$ cat config.mk
export PLATFORM = sky130hd
export DESIGN_NAME = cla_adder_arbiter
export DESIGN_NICKNAME = d
export VERILOG_FILES = /design/src/rtl/cla_arb_pkg.sv /design/src/rtl/cla_adder.sv /design/src/rtl/cla_rr_picker.sv /design/src/rtl/cla_adder_arbiter.sv
export SDC_FILE = /design/constraint.sdc
export NUM_CORES = 1
export LEC_CHECK = 0
export CORE_MARGIN = 10
export CORE_UTILIZATION = 40
export DETAILED_ROUTE_END_ITERATION = 12
export GPL_TIMING_DRIVEN = 0
export HOLD_SLACK_MARGIN = 0.08
export PLACE_DENSITY = 0.81
export SLEW_MARGIN = 0
export SYNTH_ARGS = -nofsm -noshare
export SYNTH_HDL_FRONTEND = slang
export SYNTH_SLANG_ARGS = --single-unit
$ cat constraint.sdc
create_clock -name i_clk -period 5.5 [get_ports i_clk]
set_input_delay 0.55 -clock i_clk [delete_from_list [all_inputs] [get_ports i_clk]]
set_output_delay 0.55 -clock i_clk [all_outputs]
set_load 0.03 [all_outputs]
$ cat src/rtl/cla_arb_pkg.sv
// Shared types, constants and round-robin pick function for the CLA adder arbiter.
package cla_arb_pkg;

  typedef enum logic [1:0] {
    IDLE = 2'd0,
    EXEC = 2'd1,
    RESP = 2'd2
  } state_t;

  localparam int DATA_W  = 9;
  localparam int RES_W   = DATA_W + 1;
  localparam int MAX_REQ = 8;
  localparam int PTR_W   = 3;

  // Scan valid starting at ptr, wrapping modulo n; first set bit wins (one-hot).
  function automatic logic [MAX_REQ-1:0] rr_pick(
    input logic [MAX_REQ-1:0] valid,
    input logic [PTR_W-1:0]   ptr,
    input int                 n
  );
    logic [MAX_REQ-1:0] grant;
    logic               found;
    logic [PTR_W-1:0]   k;
    grant = '0;
    found = 1'b0;
    for (int i = 0; i < MAX_REQ; i++) begin
      k = PTR_W'((int'(ptr) + i) % n);
      if ((i < n) && !found && valid[k]) begin
        grant[k] = 1'b1;
        found    = 1'b1;
      end
    end
    return grant;
  endfunction

endpackage

$ cat src/rtl/cla_adder.sv
// 9-bit carry-lookahead adder cell; carry-in is tied to 0 inside the cell.
module cla_adder (
  input  logic [cla_arb_pkg::DATA_W-1:0] i_add1,
  input  logic [cla_arb_pkg::DATA_W-1:0] i_add2,
  output logic [cla_arb_pkg::RES_W-1:0]  o_result
);

  localparam int W = cla_arb_pkg::DATA_W;

  logic [W-1:0] g;
  logic [W-1:0] p;
  logic [W:0]   c;
  logic         c_next;
  logic         prop;

  // Each carry is a flat sum of generate terms gated by the propagate chain above them.
  always_comb begin
    g      = i_add1 & i_add2;
    p      = i_add1 ^ i_add2;
    c      = '0;
    c_next = 1'b0;
    prop   = 1'b0;
    for (int i = 0; i < W; i++) begin
      c_next = g[i];
      prop   = p[i];
      for (int j = i - 1; j >= 0; j--) begin
        c_next = c_next | (prop & g[j]);
        prop   = prop & p[j];
      end
      c[i+1] = c_next;
    end
  end

  assign o_result = {c[W], p ^ c[W-1:0]};

endmodule

$ cat src/rtl/cla_rr_picker.sv
// Combinational rotate-priority encoder: one-hot grant, its index and any_valid.
module cla_rr_picker
  import cla_arb_pkg::*;
#(
  parameter int N     = 4,
  parameter int IDX_W = 2
) (
  input  logic [N-1:0]     req,
  input  logic [IDX_W-1:0] ptr,
  output logic [N-1:0]     grant,
  output logic [IDX_W-1:0] grant_idx,
  output logic             any_valid
);

  logic [MAX_REQ-1:0] req_ext;
  logic [MAX_REQ-1:0] grant_ext;

  always_comb begin
    req_ext        = '0;
    req_ext[N-1:0] = req;
    grant_ext      = rr_pick(req_ext, PTR_W'(ptr), N);
    grant_idx      = '0;
    for (int i = 0; i < MAX_REQ; i++) begin
      if (grant_ext[i]) grant_idx = IDX_W'(i);
    end
  end

  assign grant     = grant_ext[N-1:0];
  assign any_valid = |grant_ext;

endmodule

$ cat src/rtl/cla_adder_arbiter.sv
// Round-robin share of one 9-bit CLA adder between NUM_REQ requesters.
// Optional statistics counters are enabled with CLA_ADDER_ARB_STATS_EN.
module cla_adder_arbiter
  import cla_arb_pkg::*;
#(
  parameter int NUM_REQ = 4,
  parameter int DATA_W  = 9,
  parameter int ID_W    = $clog2(NUM_REQ)
) (
  input  logic                      i_clk,
  input  logic                      i_rst,
  input  logic [NUM_REQ-1:0]        i_req_valid,
  output logic [NUM_REQ-1:0]        o_req_ready,
  input  logic [NUM_REQ*DATA_W-1:0] i_req_add1,
  input  logic [NUM_REQ*DATA_W-1:0] i_req_add2,
  output logic                      o_rsp_valid,
  input  logic                      i_rsp_ready,
  output logic [ID_W-1:0]           o_rsp_id,
  output logic [DATA_W:0]           o_rsp_result,
  output logic                      o_busy,
`ifdef CLA_ADDER_ARB_STATS_EN
  output logic [15:0]               o_stat_grants,
  output logic [15:0]               o_stat_carry,
`endif
  output state_t                    o_dbg_state,
  output logic [ID_W-1:0]           o_dbg_rr_ptr
);

  if (DATA_W != cla_arb_pkg::DATA_W) begin : g_bad_data_w
    $error("cla_adder_arbiter: DATA_W must be 9 to match the adder cell");
  end
  if ((NUM_REQ < 2) || (NUM_REQ > MAX_REQ)) begin : g_bad_num_req
    $error("cla_adder_arbiter: NUM_REQ must be in 2..8");
  end

  // Handshake: a request transfers on a cycle where i_req_valid[k] & o_req_ready[k];
  // a response transfers where o_rsp_valid & i_rsp_ready, and result/id hold until then.

  state_t              state;
  logic [ID_W-1:0]     rr_ptr;
  logic [ID_W-1:0]     id_q;
  logic [DATA_W-1:0]   op_a;
  logic [DATA_W-1:0]   op_b;
  logic [DATA_W:0]     sum;
  logic [NUM_REQ-1:0]  grant;
  logic [ID_W-1:0]     grant_idx;
  logic                any_valid;
  logic                accepting;
  logic                fire;
  logic [DATA_W-1:0]   sel_a;
  logic [DATA_W-1:0]   sel_b;
  logic [ID_W-1:0]     next_ptr;

  cla_rr_picker #(
    .N     (NUM_REQ),
    .IDX_W (ID_W)
  ) u_picker (
    .req       (i_req_valid),
    .ptr       (rr_ptr),
    .grant     (grant),
    .grant_idx (grant_idx),
    .any_valid (any_valid)
  );

  cla_adder u_adder (
    .i_add1   (op_a),
    .i_add2   (op_b),
    .o_result (sum)
  );

  assign accepting   = !i_rst && ((state == IDLE) || ((state == RESP) && i_rsp_ready));
  assign o_req_ready = accepting ? grant : '0;
  assign fire        = accepting && any_valid;
  assign next_ptr    = (grant_idx == ID_W'(NUM_REQ - 1)) ? '0 : grant_idx + 1'b1;

  // Only the granted slice is gated through, so X on idle requesters never reaches the latch.
  always_comb begin
    sel_a = '0;
    sel_b = '0;
    for (int k = 0; k < NUM_REQ; k++) begin
      if (grant[k]) begin
        sel_a = i_req_add1[k*DATA_W +: DATA_W];
        sel_b = i_req_add2[k*DATA_W +: DATA_W];
      end
    end
  end

  always_ff @(posedge i_clk) begin
    if (i_rst) begin
      state        <= IDLE;
      rr_ptr       <= '0;
      id_q         <= '0;
      op_a         <= '0;
      op_b         <= '0;
      o_rsp_valid  <= 1'b0;
      o_rsp_id     <= '0;
      o_rsp_result <= '0;
      o_busy       <= 1'b0;
    end else begin
      if (fire) begin
        op_a   <= sel_a;
        op_b   <= sel_b;
        id_q   <= grant_idx;
        rr_ptr <= next_ptr;
      end
      case (state)
        IDLE: begin
          if (fire) begin
            state  <= EXEC;
            o_busy <= 1'b1;
          end
        end
        EXEC: begin
          o_rsp_result <= sum;
          o_rsp_id     <= id_q;
          o_rsp_valid  <= 1'b1;
          state        <= RESP;
        end
        RESP: begin
          if (i_rsp_ready) begin
            o_rsp_valid <= 1'b0;
            if (fire) begin
              state <= EXEC;
            end else begin
              state  <= IDLE;
              o_busy <= 1'b0;
            end
          end
        end
        default: begin
          state       <= IDLE;
          o_busy      <= 1'b0;
          o_rsp_valid <= 1'b0;
        end
      endcase
    end
  end

`ifdef CLA_ADDER_ARB_STATS_EN
  always_ff @(posedge i_clk) begin
    if (i_rst) begin
      o_stat_grants <= '0;
      o_stat_carry  <= '0;
    end else begin
      if (fire && (o_stat_grants != 16'hFFFF)) o_stat_grants <= o_stat_grants + 16'd1;
      if ((state == EXEC) && sum[DATA_W] && (o_stat_carry != 16'hFFFF))
        o_stat_carry <= o_stat_carry + 16'd1;
    end
  end
`endif

  assign o_dbg_state  = state;
  assign o_dbg_rr_ptr = rr_ptr;

endmodule

==> flow_metrics.py, run 1 <==
metrics = {
    "floorplanning": {
        "die_w_um": 99.1,
        "ios": 101,
        "fp.coreArea_um2": 5990,
        "dieArea_um2": 9820,
        "core.rowCount": 28,
        "die_h_um": 99.1,
        "start_util_pct": 41.8,
    },
    "synth": {
        "synth.distinct_cells": 42,
        "synth_nets": 376,
        "synth_top_cells_by_area": "dfxtp_1 (30%), ha_1 (7.5%), nand3b_1 (6.3%), a21o_1 (5.7%), a221oi_2 (5.4%)",
        "syn_avg_cell_area_um2": 8.91,
        "ys_warn_count": 0,
        "ys_seq_area_share_pct": 30.4,
        "syn_area_um2": 2500,
        "yosysTopAreaCellShare_pct": 30.4,
        "synth_edf_count": 0,
        "syn_inst": 281,
        "synthFlopType": "dfxtp_1",
        "yosysTopAreaCell": "dfxtp_1",
        "ys_seq_elements": 38,
        "async_reset_ff_share_pct": 0,
    },
    "clocking": {
        "cts_resized": 0,
        "cts_setup_buffers": 0,
        "cts_hold_buf": 0,
        "cts-root-buf": "clkbuf_8",
        "path_clk_slew_ns": 0.07,
        "cts_tree": "built",
        "numCtsBuffers": 5,
        "worstSkewPairLatency_ns": 0.29,
        "cts.sinks": 38,
        "clockBufferDepth": 2,
        "h-tree-depth": 2,
    },
    "status": {
        "outcome": "finished clean",
    },
    "critical_path": {
        "path_cells": "buf_2 > inv_1 > ha_1 > mux4_2 > nor4b_4 > a221oi_1 > clkbuf_1 > nor2_1 > clkdlybuf4s50_1",
        "start_kind": "register",
        "reg2reg_from": "o_dbg_rr_ptr[0]",
        "r2r_setup_slack_ns": 1.85,
        "arrival_ns": 3.88,
        "reg2reg_to": "op_b[7]",
        "max_stage_delay_ns": 0.69,
        "critPathTopFamily": "buffers and inverters",
        "path_buf_inv": 4,
        "reg2reg_depth": 12,
        "path_class": "register to primary output",
        "crit_fanout": 10,
        "required_ns": 4.95,
        "cp_slowest_cell": "clkdlybuf4s50_1",
        "cp-end-kind": "primary output",
    },
    "placed_design": {
        "io_buffers": 100,
        "hpwlAfterDp_um": 6680,
        "place.gp.congestion": 0.847,
    },
    "sta": {
        "finalSetupViolations": 0,
        "rsz0062_at_grt": "no",
        "slew_headroom_pct": 63.1,
        "min_period_over_period_pct": 80.5,
        "tns_ns": 0,
        "hold_violations": 0,
        "fmax_mhz": 226,
        "slew_violations": 0,
        "clock_skew_ns": 0.00240,
        "period_needed_ns": 4.43,
        "tightest_slew_ns": 0.553,
    },
    "routing": {
        "dr.pass1.iters": 4,
        "routed_wl_um": 8200,
        "via_per_inst": 5.50,
        "via_count": 2550,
        "drtIter0Drc": 106,
        "routedWlPerCell_um": 17.7,
        "postRouteAntennaNets": 0,
        "drc": 0,
    },
    "power_and_ir_drop": {
        "intPower_mw": 1.11,
        "combPwrFrac_pct": 68.7,
        "power-per-cell-area_nw_per_um2": 559,
        "p_clk_share_pct": 11.2,
        "switchingPower_mw": 0.967,
        "p_leak_nw": 1.47,
        "vdd_ir_drop_max_v": 0.000345,
        "swShare_pct": 46.7,
        "pwr-share-seq_pct": 20.1,
    },
    "run": {
        "cap_violations": 0,
    },
    "cells_and_area": {
        "layout_commonest_cell": "clkdlybuf4s50_1",
        "layout.nets": 483,
        "final_util_pct": 61.8,
        "final_layout_size_suffix_gt1_share_pct": 9.51,
        "layout_common_cells": "clkdlybuf4s50_1 (100), dfxtp_1 (38), nor2_1 (30)",
        "num_antenna_cells": 0,
        "fillers": 499,
        "syn2layout_area_growth_pct": 48.0,
    },
    "worst_hold_path": {
        "min_from": "o_rsp_result[5]",
        "hold_path.class": "register to register",
        "hold_depth": 2,
        "whs_endpoint": "o_rsp_result[5]",
    },
    "global_routing": {
        "antenna_found_initial": 0,
        "track_usage_pct": 16.2,
        "use_met2_pct": 28.5,
        "grt_pass1_vias": 2715,
        "grt_max_degree": 12,
        "use_met3_pct": 5.05,
        "grt-ovfl-total": 0,
        "grt_busiest_layer": "met2",
        "grt_pass1_wl_um": 13200,
        "use_met1_pct": 17.9,
    },
}
[cells in the mapped netlist (all sizes together), types with 2 or more instances]
library cell and n:
a211oi 4, a21o 19, a21oi 15, a221oi 21
buf 7, clkbuf 12, dfxtp 38, ha 15
inv 10, mux4 4, nand2 25, nand3b 21
nor2 31, nor2b 2, nor3 6, nor3b 2
o211ai 2, o21ai 14, o21ba 2, o31ai 15
xnor2 3
[through the flow]
step                setup WS [ns]  hold WS (ns)  cells  total power, mW  instance area, um^2
global placement             1.51         0.440    456             1.81                 3600
detailed placement           1.41         0.448    456             1.84                 3600
CTS                          1.07         0.456    464             2.08                 3700
finish                       1.07         0.454    464             2.07                 3700
floorplan                    1.97         0.432    281             1.43                 2500
global route                0.834         0.491    464             2.22                 3700
[layout make-up]
cell class                      instances  area (um^2)  share of cell area (%)
Clock buffer                            7         76.3                    2.06
Multi-Input combinational cell        214         1610                    43.4
Tap cell                               75         93.8                    2.53
Inverter                               10         37.5                    1.01
Timing Repair Buffer                  100         1000                    27.0
Sequential cell                        38          761                    20.5
Clock inverter                          1         30.0                   0.811
Buffer                                 19         98.8                    2.67
[tightest hold or removal path, cell delays in order, from the launching register on]
cell and delay, ns:
dfxtp_1 0.31, nand2_1 0.05, a21oi_1 0.05
[per-layer routing]
| layer | wire length [um] | vias to the layer above |
|---|---|---|
| li1 | - | 1270 |
| met1 | 3350 | 1203 |
| met2 | 4200 | 71 |
| met3 | 525 | 6 |
| met4 | 116 | 0 |
| met5 | 0 | - |
[kinds of logic after synthesis]
logic type / share of synthesized area [%]
AOI/OAI and AO/OA: 31.0
xor gates and xnor gates: 1.40
adders and majority gates: 8.30
buffers and inverters: 5.45
DFF: 30.4
muxes: 3.60
and+or+nand+nor: 19.8
[registers in the layout (all words and copies together), names as in the netlist]
signal and cells:
op_a 9, o_rsp_id 2, o_rsp_result 10, o_rsp_valid 1
id_q 2, op_b 9, o_busy 1, o_dbg_rr_ptr 2
o_dbg_state 2
[power groups by stage]
stage	registers, mW	logic [mW]	clock network [mW]
finish	0.417	1.42	0.232
global route	0.427	1.55	0.247
floorplan	0.478	0.951	0
CTS	0.415	1.43	0.235
detailed placement	0.421	1.42	0
global placement	0.419	1.39	0
[worst max path at each step]
stage	startpoint	to	depth (start not counted)	slack, ns
floorplan	o_dbg_rr_ptr[0]	o_req_ready[3]	8	1.97
global placement	o_dbg_rr_ptr[0]	o_req_ready[3]	9	1.51
detailed placement	o_dbg_rr_ptr[0]	o_req_ready[3]	9	1.41
CTS	o_dbg_rr_ptr[0]	o_req_ready[3]	9	1.07
global route	o_dbg_rr_ptr[0]	o_req_ready[3]	9	0.83
finish	o_dbg_rr_ptr[0]	o_req_ready[3]	9	1.07
No activity file was read; power rests on OpenSTA's default activity.
==> run 2, diff against run 1 <==
- CORE_UTILIZATION: 40 -> 39
- PLACE_DENSITY: 0.81 -> 0.82
- clock period: 5.5 -> 4 ns (I/O delays scaled with it)
==> run 2 against run 1 <==
  * Via count increased by 1.8%
  * First-iteration DRC count increased by 27%
  * Worst setup slack lost 0.68 ns
  * Clock skew down 0.00069 ns
  * Clock power up 11%
  * Critical path depth grew 1
  * Critical path type unchanged
  * Routed wire length grew 1.5%
  * Combinational power is 39% higher
  * Power up 35%
  * Register-to-register slack worse by 1.4 ns
  * Sequential share of layout area is 0.098 points higher
  * Sequential cell count is the same
  * Highest routed layer unchanged
==> flow_metrics.py, run 2 (synthesis results as in run 1) <==
metrics = {
    "sta": {
        "finalSetupViolations": 0,
        "tns_ns": 0,
        "rsz0062_at_grt": "no",
        "fin_hold_ws_ns": 0.452,
        "min_period_over_period_pct": 90.3,
        "tightest_slew_ns": 0.601,
        "fmax_mhz": 277,
        "slew_violations": 0,
        "slew_headroom_pct": 59.9,
        "hold_violations": 0,
        "period_needed_ns": 3.61,
        "clock_skew_ns": 0.00170,
    },
    "power_and_ir_drop": {
        "p_leak_nw": 1.51,
        "power-per-cell-area_nw_per_um2": 759,
        "vdd_ir_drop_max_v": 0.000393,
    },
    "cells_and_area": {
        "regMostFlops": "o_rsp_result",
        "num_antenna_cells": 0,
        "final_layout_size_suffix_gt1_share_pct": 10.1,
        "reg_top3": "o_rsp_result (10), op_a (9), op_b (9)",
        "final_area_um2": 3690,
        "fillers": 569,
        "layout_common_cells": "clkdlybuf4s50_1 (96), dfxtp_1 (38), nor2_1 (30)",
        "layout.nets": 483,
        "syn2layout_area_growth_pct": 47.3,
        "largest_reg_flops": 10,
        "layout_commonest_cell": "clkdlybuf4s50_1",
    },
    "critical_path": {
        "required_ns": 3.60,
        "path_cells": "buf_2 > inv_1 > ha_1 > mux4_2 > nand2_1 > o21ai_0 > a221oi_1 > clkbuf_2 > nor2_1 > clkbuf_2",
        "max_stage_delay_ns": 0.60,
        "arrival_ns": 3.21,
        "path_class": "register to primary output",
        "cp_common_cell": "clkbuf_2",
        "r2r_setup_slack_ns": 0.47,
        "cp-end-kind": "primary output",
        "cp_slowest_cell": "mux4_2",
        "crit_fanout": 10,
        "start_kind": "register",
    },
    "clocking": {
        "cts_hold_buf": 0,
        "cts.sinks": 38,
        "cts-root-buf": "clkbuf_8",
        "h-tree-depth": 2,
        "cts_tree": "built",
        "clockBufferDepth": 2,
        "numCtsBuffers": 5,
        "path_clk_slew_ns": 0.07,
        "worstSkewPairLatency_ns": 0.28,
    },
    "routing": {
        "postRouteAntennaNets": 0,
        "via_count": 2595,
        "via_per_inst": 5.59,
        "drc": 0,
        "routed_wl_um": 8320,
        "routedWlPerCell_um": 17.9,
        "dr.pass1.iters": 4,
        "drtIter0Drc": 135,
    },
    "placed_design": {
        "placed_cell_area_um2": 3600,
        "place.gp.congestion": 0.889,
        "io_buffers": 100,
        "hpwlAfterDp_um": 6790,
    },
    "floorplanning": {
        "fp.coreArea_um2": 6280,
        "die_w_um": 100,
        "core.rowCount": 29,
        "die_h_um": 100,
        "ios": 101,
        "start_util_pct": 39.9,
        "dieArea_um2": 10000,
    },
    "global_routing": {
        "grt_max_degree": 11,
        "grt_pass1_vias": 2741,
        "antenna_found_initial": 0,
        "grt-ovfl-total": 0,
        "track_usage_pct": 15.9,
        "grt_pass1_wl_um": 13000,
    },
    "status": {
        "outcome": "finished clean",
    },
    "worst_hold_path": {
        "hold_path.class": "register to register",
    },
    "run": {
        "cap_violations": 0,
    },
}
run 2: where the power goes:
group,switching [mW],internal (mW),leakage [nW]
Clock,0.125,0.133,0.0431
Sequential,0.0811,0.495,0.312
Combinational,1.13,0.836,1.15
run 2: path summary, 6_finish.rpt:
check                           depth (start not counted)             from              end
worst max-delay path                                   10  o_dbg_rr_ptr[0]   o_req_ready[3]
worst max register to register                         12  o_dbg_rr_ptr[0]          op_b[7]
worst min-delay path                                    2  o_rsp_result[5]  o_rsp_result[5]
worst min register to register                          2  o_rsp_result[5]  o_rsp_result[5]
run 2: cell type report:
class	instances	area, um^2	share of cell area, %
clock buffer	6	82.6	2.24
tap	77	96.3	2.61
timing repair buffer	100	1000	27.2
inverter	10	37.5	1.02
buffer	19	100	2.71
sequential	38	761	20.6
multi-input combinational	214	1610	43.6
run 2: per-layer routing:
layer | GRT usage [%] | share of wire (%) | vias up | wire (um)
li1 | - | - | 1257 | -
met2 | 29.7 | 53 | 78 | 4410
met4 | 4.24 | 1.5 | 0 | 123
met5 | 0 | 0 | - | 0
met1 | 17.2 | 39 | 1251 | 3280
met3 | 3.91 | 6.1 | 9 | 508
run 2: what timing repair did:
action | in CTS | in global routing
resized for setup | 1 | 7
buffers inserted | 0 | 0
pin swaps | 0 | 1
cloned | 0 | 0
endpoints found under the setup margin | 1 | 4
run 2: worst max-delay path: cells and delay by family, from the launching register on:
kind | cells | cell delay, ns
buffers and inverters | 4 | 0.87
AO/OA/AOI/OAI | 2 | 0.49
multiplexers | 1 | 0.60
adder cells (fa/ha/maj) | 1 | 0.35
flip-flops | 1 | 0.43
AND/OR/NAND/NOR | 2 | 0.17
run 2: stage by stage:
stage / std cells / total power [mW] / utilization (%) / setup slack, ns
2_1_floorplan: 281 / 1.97 / - / 0.620
3_3_place_gp: 458 / 2.49 / 57.4 / 0.168
3_5_place_dp: 458 / 2.55 / 57.4 / 0.131
4_1_cts: 464 / 2.80 / 58.7 / 0.0416
5_1_grt: 464 / 3.00 / 58.7 / 0.154
6_report: 464 / 2.80 / 58.7 / 0.387
